**src/rtl/rotary_event_encoder.sv**
```systemverilog
// Rotary encoder conditioning: sync, quadrature decode, push-switch debounce, event queue. ROTARY_POSITION_EN adds a signed position counter.
// Latency: a step is queued 3 clk after both raw pins read high; a press is queued 1 clk after its debounce completes.
// Backpressure: event_valid/event_ready pop the head entry; a write into a full queue with no pop is dropped and sets the sticky overflow flag.

module fifo #(
    parameter int WIDTH = 2,
    parameter int DEPTH = 4,
    parameter int AW    = 2
) (
    input  logic             clk,
    input  logic             reset,
    input  logic             wr_vld,
    input  logic [WIDTH-1:0] wr_dat,
    output logic             wr_acc,
    output logic             rd_vld,
    input  logic             rd_rdy,
    output logic [WIDTH-1:0] rd_dat,
    output logic [AW:0]      count
);
    localparam logic [AW:0] FULL = (AW+1)'(DEPTH);

    logic [WIDTH-1:0] mem [DEPTH];
    logic [AW-1:0]    wr_ptr;
    logic [AW-1:0]    rd_ptr;
    logic             pop;

    assign rd_vld = (count != '0);
    assign pop    = rd_vld && rd_rdy;
    // A pop in the same cycle frees the slot, so a full queue still takes the write.
    assign wr_acc = wr_vld && ((count != FULL) || pop);
    assign rd_dat = mem[rd_ptr];

    always_ff @(posedge clk or posedge reset) begin
        if (reset) begin
            wr_ptr <= '0;
            rd_ptr <= '0;
            count  <= '0;
            for (int i = 0; i < DEPTH; i++) mem[i] <= '0;
        end else begin
            if (wr_acc) begin
                mem[wr_ptr] <= wr_dat;
                wr_ptr      <= wr_ptr + 1'b1;
            end
            if (pop) rd_ptr <= rd_ptr + 1'b1;
            unique case ({wr_acc, pop})
                2'b10:   count <= count + 1'b1;
                2'b01:   count <= count - 1'b1;
                default: count <= count;
            endcase
        end
    end
endmodule

module rotary_event_encoder #(
    parameter int DEBOUNCE_CYCLES = 250000,
    parameter int FIFO_DEPTH      = 4,
    parameter int FIFO_AW         = 2
) (
    input  logic               clk,
    input  logic               reset,
    input  logic               rotary_a,
    input  logic               rotary_b,
    input  logic               rotary_center,
    output logic               event_valid,
    output logic [1:0]         event_code,
    input  logic               event_ready,
    output logic [FIFO_AW:0]   event_count,
    output logic               overflow
`ifdef ROTARY_POSITION_EN
    ,
    output logic signed [7:0]  position
`endif
);
    localparam int CNT_W = (DEBOUNCE_CYCLES > 2) ? $clog2(DEBOUNCE_CYCLES) : 1;
    localparam logic [CNT_W-1:0] CNT_MAX = CNT_W'(DEBOUNCE_CYCLES - 1);

    logic [1:0]       a_sync, b_sync, c_sync;
    logic             a_s, b_s, c_s;
    logic             q1, q1_d, q2;
    logic             step;
    logic [1:0]       step_code;
    logic [CNT_W-1:0] deb_cnt;
    logic             deb_level;
    logic [1:0]       primed;
    logic             armed;
    logic             press;
    logic             pending_press;
    logic             wr_vld;
    logic [1:0]       wr_code;
    logic             wr_acc;

    always_ff @(posedge clk or posedge reset) begin
        if (reset) begin
            a_sync <= '0;
            b_sync <= '0;
            c_sync <= '0;
        end else begin
            a_sync <= {a_sync[0], rotary_a};
            b_sync <= {b_sync[0], rotary_b};
            c_sync <= {c_sync[0], rotary_center};
        end
    end

    assign a_s = a_sync[1];
    assign b_s = b_sync[1];
    assign c_s = c_sync[1];

    always_ff @(posedge clk or posedge reset) begin
        if (reset) begin
            q1   <= 1'b0;
            q2   <= 1'b0;
            q1_d <= 1'b0;
        end else begin
            if (a_s && b_s)        q1 <= 1'b1;
            else if (!a_s && !b_s) q1 <= 1'b0;
            if (!a_s && b_s)       q2 <= 1'b1;
            else if (a_s && !b_s)  q2 <= 1'b0;
            q1_d <= q1;
        end
    end

    // q2 remembers which pin led into the detent, so it fixes direction at the q1 rise.
    assign step      = q1 && !q1_d;
    assign step_code = q2 ? 2'b10 : 2'b01;

    // armed waits for a genuine released sample, so a button held through reset never fires.
    always_ff @(posedge clk or posedge reset) begin
        if (reset) begin
            deb_cnt   <= '0;
            deb_level <= 1'b0;
            primed    <= '0;
            armed     <= 1'b0;
        end else begin
            primed <= {primed[0], 1'b1};
            if (primed[1] && !c_s) armed <= 1'b1;
            if (c_s == deb_level) begin
                deb_cnt <= '0;
            end else if (deb_cnt == CNT_MAX) begin
                deb_level <= c_s;
                deb_cnt   <= '0;
            end else begin
                deb_cnt <= deb_cnt + 1'b1;
            end
        end
    end

    assign press   = (c_s != deb_level) && (deb_cnt == CNT_MAX) && c_s && armed;
    assign wr_vld  = step || press || pending_press;
    assign wr_code = step ? step_code : 2'b11;

    // A press colliding with a step waits one cycle; it is retired whether written or dropped.
    always_ff @(posedge clk or posedge reset) begin
        if (reset) pending_press <= 1'b0;
        else       pending_press <= step && (press || pending_press);
    end

    always_ff @(posedge clk or posedge reset) begin
        if (reset)                 overflow <= 1'b0;
        else if (wr_vld && !wr_acc) overflow <= 1'b1;
    end

    fifo #(
        .WIDTH (2),
        .DEPTH (FIFO_DEPTH),
        .AW    (FIFO_AW)
    ) u_fifo (
        .clk    (clk),
        .reset  (reset),
        .wr_vld (wr_vld),
        .wr_dat (wr_code),
        .wr_acc (wr_acc),
        .rd_vld (event_valid),
        .rd_rdy (event_ready),
        .rd_dat (event_code),
        .count  (event_count)
    );

`ifdef ROTARY_POSITION_EN
    // Press clears the position even when a step lands in the same cycle.
    always_ff @(posedge clk or posedge reset) begin
        if (reset)     position <= '0;
        else if (press) position <= '0;
        else if (step)  position <= q2 ? position - 8'sd1 : position + 8'sd1;
    end
`endif
endmodule
```
**config.mk**
```make
export PLATFORM = sky130hd
export DESIGN_NAME = rotary_event_encoder
export DESIGN_NICKNAME = d
export VERILOG_FILES = /design/src/rtl/rotary_event_encoder.sv
export SDC_FILE = /design/constraint.sdc
export NUM_CORES = 1
export LEC_CHECK = 0
export BUFFER_PORTS_ARGS = -buffer_cell sky130_fd_sc_hd__buf_4
export CAP_MARGIN = 5
export CORE_ASPECT_RATIO = 1.4
export CORE_MARGIN = 4
export CORE_UTILIZATION = 41
export CTS_CLUSTER_DIAMETER = 80
export DETAILED_ROUTE_END_ITERATION = 8
export GPL_ROUTABILITY_DRIVEN = 0
export SLEW_MARGIN = 25
export SYNTH_ARGS = -nofsm -noshare
export SYNTH_HDL_FRONTEND = slang
export SYNTH_SLANG_ARGS = --single-unit
```
**constraint.sdc**
```tcl
create_clock -name clk -period 7.3 [get_ports clk]
set_clock_uncertainty 0.05 [all_clocks]
set_input_delay 1.46 -clock clk [delete_from_list [all_inputs] [get_ports clk]]
set_output_delay 1.46 -clock clk [all_outputs]
set_load 0.1 [all_outputs]
```
==> results.md <==
* Outcome: complete, no violations
* Post-cts resize count at 0
* Num CTS Buffers at 5
* Detail Placement HPWL at 2.790 mm
* Slew @ Worst Pin at 0.8077 ns
* FFs w/ async S/R, synth at 100.0%
* WL met2 at 2.081 mm
* Setup bufs post-CTS at 0
* Synth Instances at 204
* Sequential power share at 37.5%
* R2R depth at 10
* Netlist Area Pre-Place at 0.002250 mm2
* Worst Hold Class: reg -> reg
* PnR Total Power at 0.9601 mW
* Die area at 0.006753 mm2
* Slowest-stage cell, CP: or4_1
* Avg Vias per Cell at 5.213
* Area grow syn2layout at 12.07%
* Final max-slew violation count at 0
* Drt drc at 0
* Hold Path End: c_sync[1]$_DFF_PP0_
* Power Internal at 0.5483 mW
* CP startpoint kind: flip-flop
* Post-DP Area at 0.002399 mm2
* CP required at 7.47 ns
* Port bufs at 12
* Gr usage total at 13.51%
* Final period utilization at 44.88%
* Area leader, netlist: dfrtp_1
* Most frequent cells in the layout: dfrtp_1, nor2_1, nand2_1, xnor2_1, buf_4
* FF/Latch Area at 0.001201 mm2
* R2r startpoint: deb_cnt[5]$_DFF_PP0_
* Num Clock Sinks at 48
* Hold_buf cts at 0
* Synth Warn # at 0
* ANT cells at 0
* Die H at 95.65 um
* Pwr per Cell Area at 380.8 mW/mm2
* CP max FO at 10
* Post-route insts no fill at 286
* Clock transition at path regs at 0.09 ns
* Crit. Startpoint: deb_cnt[5]$_DFF_PP0_
* Root Driver: clkbuf_8
* Top Metal Used: met4
* Worst path max stage delay at 0.54 ns
* Max cap viols at 0
* #FFs+latches synth at 48
* Initial DRC Count at 66
* Logic pwr share at 41.6%
* Mapped Avg Cell Area at 11.03 um2
* Pre-CTS setup slack at 4.043 ns
* Area occupied by multi-input gates at 983.4 um2
* DRT Pass-1 Iters at 5
* Dominant cells by area after synthesis: dfrtp_1, xnor2_1, nor2_1
* WS Path Type: reg -> reg
* HP Start: c_sync[0]$_DFF_PP0_
* Library cells used by synthesis at 42
* Lkg Pwr at 1.089 nW
* TritonCTS clock tree: built
* I/O pins at 13
* Reg-to-reg critical path endpoint: u_fifo.count[1]$_DFFE_PP0P_
* H-tree lvl count at 2
* Antenna violations before repair at 0
* P_sw at 0.4118 mW
* Final #Nets at 233
* Setup_tns at 0 ns
* Switching share of power at 42.89%
* R2r setup slk at 4.02 ns
* DRT antenna net count at 0
* CP endpoint kind: flip-flop
* Final Hold Vio Count at 0
* Share of the synthesized area in the top cell type at 53.39%
* Post-synth EDFFs at 0
* Bufs on Longest Clock Path at 2
* Die width at 70.61 um
* Final setup fails at 0
* Data arrival time of the worst path at 3.45 ns
* Peak Freq at 305.3 MHz
* Top_reg_cell synth: dfrtp_1
* First-pass GRT wire length at 7.210 mm
* Hold slack final at 0.3022 ns
* Largest net degree at the start of global routing at 49
* M1 WL at 1.620 mm
* Minimum clock period at 3.276 ns
* RSZ-0062 raised after global routing: no
* Std cell rows at 31
* Share of cells above drive strength 1 at 14.09%
* Total Wirelength at 3.910 mm
* Sequential-to-total area share from yosys stat at 53.39%
* Met3 WL at 125 um
* Setup ws final at 4.024 ns
* Crit-path cells: or4_1 -> or4_1 -> o31a_1 -> nand2_1 -> fa_1 -> inv_1 -> nand4_1 -> o211ai_1 -> o31ai_1 -> a211oi_2
* Vias in the first global route at 1573
* Placed Instances at 278
* Maximum vdd drop at 0.1457 mV
* Congestion Overflow GR at 0
* Drt wl/cell at 13.67 um
* Commonest non-fill, non-tap cell in the layout: dfrtp_1
* Hold Crit Depth at 0
* Initial Util at 42.96%
* Fillers at 504
* Slew margin rel. at 46.09%
* Most frequent CP cell: or4_1
* Clock network fraction of total power at 20.9%
* Clk_lat worst skew at 0.30 ns
* Core Footprint at 0.005236 mm2
* Vias at 1491
* Final Util at 48.15%
* Cell area after layout at 0.002521 mm2
* Synthesized Nets at 218
kinds of logic after synthesis:
logic type | count (synthesis) | synth area share, %
buffers and inverters | 15 | 2.892
multiplexers | 7 | 4.394
other | 1 | 0.1667
XOR/XNOR | 19 | 7.397
flip-flops | 48 | 53.39
AO/OA/AOI/OAI | 27 | 8.899
adder cells (fa/ha/maj) | 8 | 4.783
AND/OR/NAND/NOR | 79 | 18.08
synthesized netlist by cell type, types with 2 or more instances:
| cell | count |
|---|---|
| or3_1 | 5 |
| nor3_1 | 3 |
| nand2b_1 | 2 |
| or4_1 | 2 |
| nand3b_1 | 2 |
| nor2_1 | 25 |
| inv_1 | 11 |
| mux2i_1 | 2 |
| and4_1 | 3 |
| a21o_1 | 2 |
| nand4_1 | 4 |
| xnor2_1 | 12 |
| clkbuf_1 | 2 |
| o31ai_1 | 2 |
| dfrtp_1 | 48 |
| xor2_1 | 7 |
| nor2b_1 | 2 |
| o22a_1 | 8 |
| and3_1 | 2 |
| mux2_2 | 3 |
| mux4_2 | 2 |
| a21oi_1 | 6 |
| o21ai_0 | 4 |
| nand3_1 | 7 |
| ha_1 | 7 |
| nand2_1 | 15 |
cell type report:
type,count,share of cell area [%]
well taps,66,3.275
flip-flops and latches,48,47.64
clock inverters,2,1.538
inverters,11,1.687
clock buffers,6,3.275
repair buffers,12,3.573
multi-input cells,141,39.01
state kept, by name, indices dropped and copies added (netlist names):
signal / flops
q1_d: 1
pending_press: 1
a_sync: 2
b_sync: 2
overflow: 1
primed: 2
u_fifo.mem: 8
u_fifo.count: 3
q2: 1
armed: 1
u_fifo.wr_ptr: 2
c_sync: 2
u_fifo.rd_ptr: 2
q1: 1
deb_cnt: 18
deb_level: 1
layer usage:
metal  up-vias  GRT usage [%]
li1        732              -
met1       735          15.21
met2        18          24.61
met3         6          2.637
met4         0          6.113
met5         -              0
worst max-delay path by stage:
stage | to | slack (ns) | cells past startpoint
after global placement | u_fifo.count[1]$_DFFE_PP0P_ | 4.10 | 10
final | u_fifo.count[1]$_DFFE_PP0P_ | 4.02 | 10
after global routing | u_fifo.count[1]$_DFFE_PP0P_ | 3.82 | 10
after detailed placement | u_fifo.count[1]$_DFFE_PP0P_ | 4.04 | 10
after floorplan | u_fifo.count[2]$_DFFE_PP0P_ | 3.89 | 7
after CTS | u_fifo.count[1]$_DFFE_PP0P_ | 4.01 | 10
critical path: cells and delay by family, from the launching register on:
family | cells | cell delay (ns)
buffers and inverters | 1 | 0.09
AND/OR/NAND/NOR | 4 | 1.26
adder cells (fa/ha/maj) | 1 | 0.45
AO/OA/AOI/OAI | 4 | 0.91
flip-flops | 1 | 0.44
power groups by stage:
stage               registers (mW)  clock network [mW]  logic [mW]
finish                       0.360               0.200       0.400
global route                 0.369               0.218       0.429
CTS                          0.360               0.209       0.404
detailed placement           0.366                   0       0.402
global placement             0.364                   0       0.400
floorplan                    0.435                   0       0.254
(Power assumes the default switching activity.)
